File: config.mk
export PLATFORM = sky130hd
export DESIGN_NAME = repairmb_partner_ctrl
export DESIGN_NICKNAME = d
export VERILOG_FILES = /design/src/rtl/mbinit_pkg.sv /design/src/rtl/repairmb_timeout_cnt.sv /design/src/rtl/repairmb_partner_ctrl.sv
export SDC_FILE = /design/constraint.sdc
export NUM_CORES = 1
export LEC_CHECK = 0
export BUFFER_PORTS_ARGS = -buffer_cell sky130_fd_sc_hd__buf_2
export CAP_MARGIN = 15
export CORE_UTILIZATION = 30
export CTS_CLUSTER_DIAMETER = 60
export DETAILED_ROUTE_END_ITERATION = 8
export PLACE_DENSITY = 0.56
export SLEW_MARGIN = 20
export SYNTH_ARGS = -nofsm -noshare
export SYNTH_HDL_FRONTEND = slang
export SYNTH_SLANG_ARGS = --single-unit
File: constraint.sdc
create_clock -name CLK -period 3.6 [get_ports CLK]
set_input_delay 0.72 -clock CLK [delete_from_list [all_inputs] [get_ports CLK]]
set_output_delay 0.72 -clock CLK [all_outputs]
set_load 0.02 [all_outputs]
File: src/rtl/mbinit_pkg.sv
// Shared MBINIT definitions: REPAIRMB sideband codes, lane-map encodings and partner FSM states.
package mbinit_pkg;

    localparam logic [3:0] MSG_START_REQ    = 4'b0001;
    localparam logic [3:0] MSG_START_RESP   = 4'b0010;
    localparam logic [3:0] MSG_END_REQ      = 4'b0011;
    localparam logic [3:0] MSG_END_RESP     = 4'b0100;
    localparam logic [3:0] MSG_DEGRADE_REQ  = 4'b0101;
    localparam logic [3:0] MSG_DEGRADE_RESP = 4'b0110;

    localparam logic [1:0] LANES_ALL  = 2'b11;
    localparam logic [1:0] LANES_LO   = 2'b01;
    localparam logic [1:0] LANES_HI   = 2'b10;
    localparam logic [1:0] LANES_NONE = 2'b00;

    typedef enum logic [3:0] {
        ST_IDLE,
        ST_WAIT_START,
        ST_START_BUSY,
        ST_START_RESP,
        ST_HANDLE,
        ST_DEG_BUSY,
        ST_DEG_RESP,
        ST_EVAL,
        ST_REPEAT,
        ST_END_BUSY,
        ST_END_RESP,
        ST_DONE,
        ST_ERROR
    } repairmb_state_e;

    // States in which the partner is waiting on the link and residency is bounded.
    function automatic logic is_wait_state(input repairmb_state_e s);
        return s inside {ST_WAIT_START, ST_START_BUSY, ST_START_RESP, ST_HANDLE,
                         ST_DEG_BUSY, ST_DEG_RESP, ST_REPEAT, ST_END_BUSY, ST_END_RESP};
    endfunction

endpackage

File: src/rtl/repairmb_timeout_cnt.sv
// Saturating residency counter; expire asserts on the last enabled cycle before LIMIT is reached.
module repairmb_timeout_cnt #(
    parameter int CNT_W = 16,
    parameter int LIMIT = 8000
) (
    input  logic CLK,
    input  logic rst,
    input  logic clear,
    input  logic enable,
    output logic expire
);

    localparam logic [CNT_W-1:0] LAST = (LIMIT == 0) ? '0 : CNT_W'(LIMIT - 1);

    logic [CNT_W-1:0] count;

    always_ff @(posedge CLK) begin
        if (rst || clear) begin
            count <= '0;
        end else if (enable && (count != '1)) begin
            count <= count + 1'b1;
        end
    end

    // A LIMIT of zero turns the timeout off entirely.
    assign expire = (LIMIT != 0) && enable && (count >= LAST);

endmodule

File: src/rtl/repairmb_partner_ctrl.sv
// Partner-side REPAIRMB responder: answers start/degrade/end requests and drives repeater reconfiguration.
module repairmb_partner_ctrl
    import mbinit_pkg::*;
#(
    parameter int MSG_W       = 4,
    parameter int MAX_REPEAT  = 2,
    parameter int TIMEOUT_CYC = 8000,
    parameter int CNT_W       = 16
) (
    input  logic             CLK,
    input  logic             rst,
    input  logic             i_en,
    input  logic             i_sb_busy,
    input  logic             i_sb_busy_fall,
    input  logic [MSG_W-1:0] i_rx_msg,
    input  logic             i_rx_valid,
    input  logic [1:0]       i_rx_lanes,
    input  logic             i_d2c_busy,
    input  logic             i_repeater_done,
    output logic             o_tx_valid,
    output logic [MSG_W-1:0] o_tx_msg,
    output logic             o_start_repeater,
    output logic [1:0]       o_lanes,
    output logic [2:0]       o_repeat_cnt,
    output logic             o_train_error,
    output logic             o_done
);

    localparam logic [MSG_W-1:0] START_REQ_C    = MSG_W'(MSG_START_REQ);
    localparam logic [MSG_W-1:0] START_RESP_C   = MSG_W'(MSG_START_RESP);
    localparam logic [MSG_W-1:0] END_REQ_C      = MSG_W'(MSG_END_REQ);
    localparam logic [MSG_W-1:0] END_RESP_C     = MSG_W'(MSG_END_RESP);
    localparam logic [MSG_W-1:0] DEG_REQ_C      = MSG_W'(MSG_DEGRADE_REQ);
    localparam logic [MSG_W-1:0] DEG_RESP_C     = MSG_W'(MSG_DEGRADE_RESP);
    localparam logic [2:0]       MAX_REPEAT_C   = 3'(MAX_REPEAT);

    repairmb_state_e  state, state_nxt;
    logic [1:0]       lane_map;
    logic             ok_flag;
    logic             tx_pulse;
    logic [MSG_W-1:0] tx_code;
    logic             rep_pulse;
    logic             tmo_expire;
    logic             accept_req;

    repairmb_timeout_cnt #(
        .CNT_W (CNT_W),
        .LIMIT (TIMEOUT_CYC)
    ) u_timeout (
        .CLK    (CLK),
        .rst    (rst),
        .clear  (state_nxt != state),
        .enable (is_wait_state(state)),
        .expire (tmo_expire)
    );

    assign accept_req = i_rx_valid && !i_d2c_busy;

    always_ff @(posedge CLK) begin
        if (rst) begin
            state <= ST_IDLE;
        end else begin
            state <= state_nxt;
        end
    end

    // Enable loss outranks timeout, which outranks any message accepted in the same cycle.
    always_comb begin
        state_nxt = state;
        tx_pulse  = 1'b0;
        tx_code   = '0;
        rep_pulse = 1'b0;
        if (!i_en) begin
            state_nxt = ST_IDLE;
        end else if (tmo_expire) begin
            state_nxt = ST_ERROR;
        end else begin
            case (state)
                ST_IDLE:       state_nxt = ST_WAIT_START;
                ST_WAIT_START: if (i_rx_valid && i_rx_msg == START_REQ_C) state_nxt = ST_START_BUSY;
                ST_START_BUSY: if (!i_sb_busy) begin
                    state_nxt = ST_START_RESP;
                    tx_pulse  = 1'b1;
                    tx_code   = START_RESP_C;
                end
                ST_START_RESP: if (i_sb_busy_fall) state_nxt = ST_HANDLE;
                ST_HANDLE: if (accept_req) begin
                    if (i_rx_msg == DEG_REQ_C) begin
                        state_nxt = ST_DEG_BUSY;
                    end else if (i_rx_msg == END_REQ_C) begin
                        state_nxt = ok_flag ? ST_END_BUSY : ST_ERROR;
                    end
                end
                ST_DEG_BUSY: if (!i_sb_busy) begin
                    state_nxt = ST_DEG_RESP;
                    tx_pulse  = 1'b1;
                    tx_code   = DEG_RESP_C;
                end
                ST_DEG_RESP: if (i_sb_busy_fall) state_nxt = ST_EVAL;
                ST_EVAL: begin
                    case (lane_map)
                        LANES_ALL: state_nxt = ST_HANDLE;
                        LANES_LO, LANES_HI: begin
                            if (o_repeat_cnt < MAX_REPEAT_C) begin
                                state_nxt = ST_REPEAT;
                                rep_pulse = 1'b1;
                            end else begin
                                state_nxt = ST_ERROR;
                            end
                        end
                        default: state_nxt = ST_ERROR;
                    endcase
                end
                ST_REPEAT: if (i_repeater_done) state_nxt = ST_HANDLE;
                ST_END_BUSY: if (!i_sb_busy) begin
                    state_nxt = ST_END_RESP;
                    tx_pulse  = 1'b1;
                    tx_code   = END_RESP_C;
                end
                ST_END_RESP: if (i_sb_busy_fall) state_nxt = ST_DONE;
                ST_DONE:     state_nxt = ST_DONE;
                ST_ERROR:    state_nxt = ST_ERROR;
                default:     state_nxt = ST_IDLE;
            endcase
        end
    end

    // Outputs are registered from the transition decision; o_lanes survives an enable drop.
    always_ff @(posedge CLK) begin
        if (rst) begin
            o_tx_valid       <= 1'b0;
            o_tx_msg         <= '0;
            o_start_repeater <= 1'b0;
            o_lanes          <= LANES_ALL;
            o_repeat_cnt     <= '0;
            o_train_error    <= 1'b0;
            o_done           <= 1'b0;
            lane_map         <= LANES_NONE;
            ok_flag          <= 1'b0;
        end else begin
            o_tx_valid       <= tx_pulse;
            o_tx_msg         <= tx_code;
            o_start_repeater <= rep_pulse;
            o_train_error    <= (state_nxt == ST_ERROR);
            o_done           <= (state_nxt == ST_DONE);
            if (!i_en) begin
                o_repeat_cnt <= '0;
                ok_flag      <= 1'b0;
                lane_map     <= LANES_NONE;
            end else begin
                if (state == ST_HANDLE && state_nxt == ST_DEG_BUSY) begin
                    lane_map <= i_rx_lanes;
                end
                if (state == ST_EVAL && state_nxt == ST_HANDLE) begin
                    ok_flag <= 1'b1;
                end
                if (rep_pulse) begin
                    o_lanes      <= lane_map;
                    o_repeat_cnt <= o_repeat_cnt + 3'd1;
                    ok_flag      <= 1'b0;
                end
            end
        end
    end

endmodule

==> out/qor.yml, run 1 <==
num_antenna_cells: 0
post_route_setup_tns_ps: 0
critPathKind: "reg -> reg"
r2r_start: "state[0]"
worst_slack_ps: 690
die_area_um2: 7140
dominantRegCellSynth: "dfxtp_1"
maxClockFrequency_mhz: 344
r2r.worst_path.cells: 7
mostFrequentLayoutCells: "dfxtp_1 (34), buf_2 (24), nor2_1 (19)"
drv_cap: 0
drt_first_iter_violations: 112
grt_pass1_vias: 1615
min_period_over_period_pct: 80.8
totalWireLength_um: 4340
cts_resized: 0
register_to_register_setup_slack_ps: 690
power_leakage_uw: 0.000804
drtAntennaViolNets: 0
gpl.final_weighted_congestion: 0.787
synth_edf_count: 0
synth_sequential_area_ratio_pct: 33.3
layout-area-overhead-vs-synth_pct: 12.6
layout.cells.most_common: "dfxtp_1"
timing.critical_path.to_type: "flop"
antenna_found_initial: 0
setup_viol: 0
critPathMaxFanout: 24
post_synth_inst_count: 224
std_cell_rows: 29
clock_tree.buffer_depth: 2
cts-htree-levels: 2
avgRoutedWirePerCell_um: 13.3
die_width_um: 84.5
slew_viol_final: 0
core-area_um2: 6460
path_clk_slew_ps: 70
start_util_pct: 31.6
clk_root_buffer_cell: "clkbuf_8"
total_power_uw: 724
first_pass_iters: 6
finalHoldViolCount: 0
worst_slew_margin_rel_pct: 46.0
run_status: "finished with violations"
skew_ps: 9.43
die-height_um: 84.5
worst_hold_path.num_cells: 2
worstPathArrival_ps: 3060
grt_start_max_net_pins: 25
vias: 1712
route.detailed.drc: 5
number_of_top_level_pins: 27
min-delay-start: "o_lanes[1]"
hold_path.class: "reg -> reg"
layout.filler_cells: 693
cts_sinks: 34
finalNetCount: 265
drive_above_1_share_pct: 23.0
grt_pass1_wl_um: 7600
mappedNetlistArea_um2: 2040
synth-warning-count: 0
via_per_inst: 5.27
worstHoldEndpoint: "o_lanes[1]"
insertion_delay_ps: 290
max-vdd-ir-drop_mv: 0.156
cts_buffers: 5
portBuffers: 24
violations: "design-rule violations"
ys_types: 60
pre_cts_ws_ps: 680
syn_area_per_cell_um2: 9.12
cp_data_required_time_ps: 3750
power_density_nw_per_um2: 315
r2r-end: "u_timeout.count[11]"
critical_path.startpoint_type: "flop"
finalWorstPathRequiredPeriod_ps: 2910
clock_tree_from_tritoncts: "yes"
async_flop_share_pct: 0
timing_worst_slew_pin_value_ps: 803
post_cts_hold_buffer_count: 0
dpl.hpwl_um: 3180
postLayoutCoreUtil_pct: 35.6
cts_setup_buffers: 0
grt_remaining_overflow: 0
groute.usage.overall_pct: 13.4
unrepaired_setup_endpoints_after_global_routing: "false"
synth-seq-cells: 34
[layout make-up]
class,instances,area [µm²],share of cell area [%]
Multi-Input combinational cell,174,1260,55.0
Clock inverter,2,12.5,0.544
Clock buffer,6,82.6,3.59
Tap cell,77,96.3,4.19
Inverter,5,18.8,0.817
Timing Repair Buffer,27,143,6.21
Sequential cell,34,681,29.6
[flip-flops by register name (all words and copies together) (netlist names)]
register	count
o_tx_valid	1
o_lanes	2
o_train_error	1
ok_flag	1
state	4
o_start_repeater	1
lane_map	2
o_repeat_cnt	3
o_tx_msg	2
o_done	1
u_timeout.count	16
[cell families after synthesis]
| group | Yosys count | synth area share [%] |
|---|---|---|
| and+or+nand+nor | 111 | 34.9 |
| other | 1 | 0.184 |
| AOI/OAI and AO/OA | 34 | 13.8 |
| buffers and inverters | 17 | 4.90 |
| muxes | 7 | 3.49 |
| xor gates and xnor gates | 16 | 6.86 |
| DFF | 34 | 33.3 |
| adders and majority gates | 4 | 2.45 |
[metrics by stage]
stage	hold WS, ps	instances	area (µm²)
final	475	325	2300
after global routing	517	325	2300
after CTS	476	325	2300
after detailed placement	456	317	2200
after global placement	453	317	2200
after floorplan	468	225	2050
[worst max path at each step]
stage / startpoint / to / slack (ps) / cells after the start
floorplan: i_rx_msg[3] / u_timeout.count[4] / 1020 / 7
global placement: i_rx_msg[1] / u_timeout.count[14] / 700 / 8
detailed placement: i_rx_msg[3] / u_timeout.count[12] / 680 / 7
CTS: state[0] / u_timeout.count[11] / 700 / 7
global route: state[3] / u_timeout.count[11] / 470 / 7
finish: state[0] / u_timeout.count[11] / 690 / 7
[synth_stat cells (5+ instances only)]
library cell   n  area share [%]
a21oi_1        7             1.7
dfxtp_1       34              33
inv_1          5            0.92
mux2i_1        6             2.9
nand2_1       11             2.0
nand3b_1       5             1.8
nand4_1        8             2.5
nor2_1        19             3.5
nor2b_1        7             2.1
nor3_1        15             3.7
nor3_2        10             4.9
o21ai_0        5             1.2
xor2_1        12             5.1
[worst max-delay path, stage by stage, from the launching register on]
cell       delay [ps]
dfxtp_1           770
or4_1             220
o211ai_1          240
nor4b_1           540
buf_4             230
nor3_2             50
o2111ai_4         590
nor3_1            130
[per-layer routing]
metal	vias up	track usage, %	wire length, µm
met3	6	4.72	244
met1	796	17.6	2170
li1	871	-	-
met2	39	19.7	1850
met5	-	0	0
met4	0	5.70	65
[report_power, final]
part	internal (µW)	switching, µW	leakage (µW)
logic	17.2	31.1	0.000482
clock network	154	140	0.0000472
registers	377	4.45	0.000274
total	548	176	0.000804
(Power assumes the default switching activity.)
==> run 2: changes to the inputs <==
--- a/config.mk
+++ b/config.mk
@@ -5,12 +5,13 @@
 export SDC_FILE = /design/constraint.sdc
 export NUM_CORES = 1
 export LEC_CHECK = 0
+export ABC_AREA = 1
 export BUFFER_PORTS_ARGS = -buffer_cell sky130_fd_sc_hd__buf_2
 export CAP_MARGIN = 15
 export CORE_UTILIZATION = 30
 export CTS_CLUSTER_DIAMETER = 60
 export DETAILED_ROUTE_END_ITERATION = 8
-export PLACE_DENSITY = 0.56
+export PLACE_DENSITY = 0.57
 export SLEW_MARGIN = 20
 export SYNTH_ARGS = -nofsm -noshare
 export SYNTH_HDL_FRONTEND = slang
==> constraint.sdc (replaced) <==
create_clock -name CLK -period 2.6 [get_ports CLK]
set_input_delay 0.52 -clock CLK [delete_from_list [all_inputs] [get_ports CLK]]
set_output_delay 0.52 -clock CLK [all_outputs]
set_load 0.02 [all_outputs]
==> run 2 against run 1 <==
Against the previous run:
- the run now ends clean
- final area up 12%
- non-clock buffer count down 2
- cell count is 46% higher
- area after synthesis rose by 12%
- maximum frequency up 29%
- routed wire length grew 13%
- first-iteration DRC count fell by 4.5%
- via count up 23%
- critical path depth up 5
==> out/qor.yml, run 2 <==
run_status: "finished, final reports clean"
synth_top_cells_by_area: "dfxtp_1 (30%), nand2_1 (14%), inv_1 (7.9%)"
worst_slew_margin_rel_pct: 62.5
avgRoutedWirePerCell_um: 10.3
async_flop_share_pct: 0
std_cell_rows: 31
path_clk_slew_ps: 80
clk_root_buffer_cell: "clkbuf_8"
drive_above_1_share_pct: 17.9
largest_register_ffs: 16
yosysTopAreaCellShare_pct: 29.8
timing.critical_path.to_type: "flop"
total_power_uw: 1040
biggestRegsByFlops: "u_timeout.count (16), state (4), o_repeat_cnt (3)"
post_route_setup_tns_ps: 0
worst_path_dominant_cell_family: "simple AND/OR/NAND/NOR gates"
post_synth_inst_count: 347
cts_buffers: 5
dpl.hpwl_um: 3770
power_density_nw_per_um2: 402
finalHoldViolCount: 0
synth-warning-count: 0
totalWireLength_um: 4880
synth_edf_count: 0
pre_cts_ws_ps: 340
worst_slack_ps: 344
vias: 2105
layout.cells.most_common: "nand2_1"
post_cts_hold_buffer_count: 0
route.detailed.drc: 0
finalWorstPathRequiredPeriod_ps: 2260
synth-seq-cells: 34
grt_remaining_overflow: 0
unrepaired_setup_endpoints_after_global_routing: "false"
drtAntennaViolNets: 0
worst_hold_path.num_cells: 2
cts_sinks: 34
syn_area_per_cell_um2: 6.58
grt_start_max_net_pins: 17
cp_num_cells: 12
post-synth-top-count-cell: "nand2_1"
slew_viol_final: 0
mostFrequentLayoutCells: "nand2_1 (88), inv_1 (48), nor2_1 (43)"
hold_path.class: "in -> reg"
cp_common_cell: "nand2_1"
clock_tree_from_tritoncts: "yes"
post_synth_most_frequent_cells: "nand2_1 (88), inv_1 (48), nor2_1 (43)"
ys_types: 31
die-height_um: 89.2
min_period_over_period_pct: 86.8
groute.usage.overall_pct: 14.0
antenna_found_initial: 0
cp_data_required_time_ps: 2770
timing.critical_path.slowest_cell_delay_ps: 400
via_per_inst: 4.44
layout.filler_cells: 803
biggest_area_consumer_among_synthesized_cells: "dfxtp_1"
dominantRegCellSynth: "dfxtp_1"
crit_buf_inv: 0
number_of_top_level_pins: 27
postLayoutCoreUtil_pct: 35.4
worstPathArrival_ps: 2430
r2r.worst_path.cells: 12
insertion_delay_ps: 290
start_util_pct: 31.3
layoutNonFillerInstCount: 474
registers.top_by_ff_count: "u_timeout.count"
synth_sequential_area_ratio_pct: 29.8
core-area_um2: 7290
setup_viol: 0
cts_setup_buffers: 0
die_width_um: 89.2
cts_resized: 0
critical_path.startpoint_type: "flop"
gpl.final_weighted_congestion: 0.846
power_leakage_uw: 0.00107
max-vdd-ir-drop_mv: 0.227
grt_pass1_vias: 1938
timing_worst_slew_pin_value_ps: 557
die_area_um2: 7960
crit_chain: "ha_1, nand3_1, o21ai_0, nand2_1, nand2_1, nand3_2, nand2_1, nand2_1, nand2_1, nor2_4, nand2_4, nor2_1"
maxClockFrequency_mhz: 443
portBuffers: 24
drt_first_iter_violations: 107
num_antenna_cells: 0
drv_cap: 0
critPathKind: "reg -> reg"
cts-htree-levels: 2
timing.critical_path.slowest_stage_cell: "dfxtp_1"
sequential_cell_area_um2: 681
mappedNetlistArea_um2: 2280
multi_input_combinational_cell_area_um2: 1350
grt_pass1_wl_um: 8610
clock_tree.buffer_depth: 2
first_pass_iters: 4
dp_cells: 466
skew_ps: 6.10
finalNetCount: 392
critPathMaxFanout: 16
layout-area-overhead-vs-synth_pct: 12.9
## run 2: cell types whose count changed in the layout (fill, tap and decap cells not counted), sizes merged, moves of 5 or more
cell / before / now
nand3: 4 / 36
nand2: 11 / 95
nor2: 19 / 59
nor3: 26 / 13
nor2b: 7 / 0
inv: 5 / 53
o21ai: 6 / 11
nand3b: 5 / 0
mux2i: 6 / 0
xor2: 12 / 7
nand4: 8 / 3
## run 2: where the power goes
group | internal (µW) | switching [µW]
sequential | 522 | 3.54
clock | 213 | 205
combinational | 27.6 | 65.4
## run 2: worst paths after layout
path	start	end	slack [ps]
worst max-delay path	u_timeout.count[0]	u_timeout.count[14]	340
worst min-delay path	i_sb_busy	o_tx_valid	430
worst max register to register	u_timeout.count[0]	u_timeout.count[14]	340
worst min register to register	o_repeat_cnt[2]	o_repeat_cnt[2]	480
## run 2: final cells by class
| type | instances | share of cell area, % |
|---|---|---|
| timing repair buffer | 25 | 4.95 |
| clock inverter | 2 | 0.485 |
| clock buffer | 6 | 3.20 |
| multi-input combinational | 254 | 52.3 |
| tap | 99 | 4.80 |
| sequential | 34 | 26.4 |
| inverter | 54 | 7.86 |
## run 2: per-layer routing
layer	routed length (µm)	track usage [%]	up-vias	part of all wire (%)
met4	100	5.63	0	2.0
met5	0	0	-	0
met1	2340	17.6	923	48
met2	2250	23.4	44	46
li1	-	-	1128	-
met3	190	3.05	10	3.9
## run 2: stage by stage
stage	hold WS [ps]	cell area [µm²]
detailed placement	466	2480
floorplan	465	2290
CTS	423	2580
global placement	464	2480
global route	441	2580
finish	430	2580
## run 2: kinds of logic after synthesis
group                      Yosys count  synth area share, %
buffers and inverters               60                 11.3
xor gates and xnor gates            15                 5.75
other                                1                0.164
AOI/OAI and AO/OA                   22                 6.08
DFF                                 34                 29.8
and+or+nand+nor                    211                 44.7
adders and majority gates            4                 2.19
==> run 3: changes to the inputs <==
--- a/config.mk
+++ b/config.mk
@@ -15,4 +15,5 @@
 export SLEW_MARGIN = 20
 export SYNTH_ARGS = -nofsm -noshare
 export SYNTH_HDL_FRONTEND = slang
+export SYNTH_HIERARCHICAL = 1
 export SYNTH_SLANG_ARGS = --single-unit
==> run 3 against run 2 <==
Against the previous run:
- cell count increased by 3.0%
- register-to-register slack got worse by 120 ps
- die area decreased by 4.6%
- critical endpoint is now u_timeout/count[1]
- count of clock-buffer cells in the layout decreased by 1
- total power increased by 6.5%
- sequential share of layout area increased by 0.57 points
- largest power group unchanged
- critical path type unchanged
==> out/qor.yml, run 3 <==
post_synth_most_frequent_cells: "nand2_1 (94), nor2_1 (69), inv_1 (46)"
grt_pass1_vias: 2020
setup_viol: 0
antenna_found_initial: 0
drive_above_1_share_pct: 19.1
placed_cell_area_um2: 2410
worst_path_dominant_cell_family: "simple AND/OR/NAND/NOR gates"
die_area_um2: 7600
unrepaired_setup_endpoints_after_global_routing: "false"
route.detailed.drc: 0
first_pass_iters: 4
mappedNetlistArea_um2: 2180
yosysTopAreaCellShare_pct: 31.3
grt_pass1_wl_um: 8800
hold_path.class: "in -> reg"
avgRoutedWirePerCell_um: 10.4
power_density_nw_per_um2: 434
synth_top_cells_by_area: "dfxtp_1 (31%), nand2_1 (16%), nor2_1 (12%)"
gpl.final_weighted_congestion: 0.936
syn_area_per_cell_um2: 6.04
finalWorstPathRequiredPeriod_ps: 2370
biggestRegsByFlops: "u_timeout/count (16), state (4), o_repeat_cnt (3)"
worst_slack_ps: 229
mostFrequentLayoutCells: "nand2_1 (94), nor2_1 (68), inv_1 (46)"
max-vdd-ir-drop_mv: 0.187
critPathKind: "reg -> reg"
maxClockFrequency_mhz: 422
largest_register_ffs: 16
critical_path.startpoint_type: "flop"
portBuffers: 24
synth_edf_count: 0
worstPathArrival_ps: 2590
groute.usage.overall_pct: 14.8
layout.cells.most_common: "nand2_1"
cts_buffers: 5
core-area_um2: 6910
layoutNonFillerInstCount: 488
slew_viol_final: 0
worst_slew_margin_rel_pct: 63.1
num_antenna_cells: 0
post_route_setup_tns_ps: 0
number_of_top_level_pins: 27
cts_setup_buffers: 0
timing.critical_path.to_type: "flop"
clk_root_buffer_cell: "clkbuf_8"
registers.top_by_ff_count: "u_timeout/count"
std_cell_rows: 30
dominantRegCellSynth: "dfxtp_1"
final_design_area_no_fill_um2: 2550
skew_ps: 13.1
start_util_pct: 31.5
cp_data_required_time_ps: 2820
synth-warning-count: 6
ys_types: 28
biggest_area_consumer_among_synthesized_cells: "dfxtp_1"
run_status: "finished, final reports clean"
critPathMaxFanout: 16
cp_common_cell: "nand2_1"
clock_tree_from_tritoncts: "yes"
pre_cts_ws_ps: 136
timing.critical_path.slowest_cell_delay_ps: 360
finalHoldViolCount: 0
cts-htree-levels: 2
fin_worst_hold_slack_ps: 463
finalNetCount: 409
drtAntennaViolNets: 0
crit_chain: "ha_2, nand2_2, nor2_2, nand2_1, nand2_1, nand3_1, a21oi_2, nor2_1, o21a_1, nand2_1, nand2_1, a21oi_1, nand3_1, nor2_1, buf_6, o21ai_0, nor2_1"
grt_start_max_net_pins: 17
synth_sequential_area_ratio_pct: 31.3
path_clk_slew_ps: 80
power_leakage_uw: 0.00118
timing.critical_path.slowest_stage_cell: "dfxtp_2"
die-height_um: 87.2
post_synth_inst_count: 360
drt_first_iter_violations: 93
timing_worst_slew_pin_value_ps: 551
die_width_um: 87.2
clock_tree.buffer_depth: 2
totalWireLength_um: 5090
async_flop_share_pct: 0
vias: 2206
cts_sinks: 34
crit_buf_inv: 1
synth-seq-cells: 34
dp_cells: 480
min_period_over_period_pct: 91.2
insertion_delay_ps: 290
drv_cap: 0
post-synth-top-count-cell: "nand2_1"
grt_remaining_overflow: 0
dpl.hpwl_um: 4010
via_per_inst: 4.52
layout-area-overhead-vs-synth_pct: 17.1
-- run 3: area by class of cell --
| cell class | instances | area, µm² |
|---|---|---|
| well taps | 96 | 120 |
| flip-flops and latches | 34 | 687 |
| fillers | 782 | 4360 |
| clock buffers | 5 | 68.8 |
| repair buffers | 28 | 154 |
| multi-input cells | 271 | 1290 |
| clock inverters | 3 | 40.0 |
| inverters | 51 | 191 |
-- run 3: kinds of logic after synthesis --
group	share of synthesized area (%)
simple gates	46.8
buf+inv	10.4
xor+xnor	0.403
fa+ha+maj	2.30
compound gates	8.63
other cells	0.172
flops	31.3
-- run 3: stage by stage --
step / utilization (%) / total power [µW]
after CTS: 36.5 / 1120
after global routing: 36.9 / 1160
after floorplan: - / 592
final: 36.9 / 1100
after global placement: 35.0 / 618
after detailed placement: 35.0 / 620
-- run 3: final timing paths --
| path | cells past startpoint | from | endpoint | slack, ps |
|---|---|---|---|---|
| max | 17 | u_timeout/count[0] | u_timeout/count[1] | 230 |
| min | 3 | i_rx_lanes[0] | lane_map[0] | 460 |
| max reg2reg | 17 | u_timeout/count[0] | u_timeout/count[1] | 230 |
| min reg2reg | 2 | ok_flag | ok_flag | 470 |
-- run 3: report_power, final --
group	switching (µW)	internal [µW]	total, µW	leakage, µW
Sequential	4.66	524	529	0.000277
Clock	212	282	495	0.0000579
Combinational	51.2	30.0	81.2	0.000849
-- run 3: timing repair --
| action | 4_1_cts | 5_1_grt |
|---|---|---|
| resized for setup | 0 | 10 |
| hold buffers | 0 | 0 |
| setup endpoints to repair | 0 | 16 |
-- run 3: worst reg2reg max path, stage by stage, from the launching register on --
cell	delay, ps
dfxtp_2	360
ha_2	200
nand2_2	70
nor2_2	150
nand2_1	90
nand2_1	60
nand3_1	80
a21oi_2	170
nor2_1	80
o21a_1	160
nand2_1	110
nand2_1	50
a21oi_1	140
nand3_1	80
nor2_1	130
buf_6	190
o21ai_0	100
nor2_1	80
-- run 3: routing by layer --
metal | wire [µm] | vias up | share of wire (%) | GRT usage, %
li1 | - | 1187 | - | -
met1 | 2380 | 957 | 47 | 17.9
met3 | 189 | 8 | 3.7 | 3.03
met4 | 66 | 0 | 1.3 | 5.81
met2 | 2450 | 54 | 48 | 25.6
met5 | 0 | - | 0 | 0
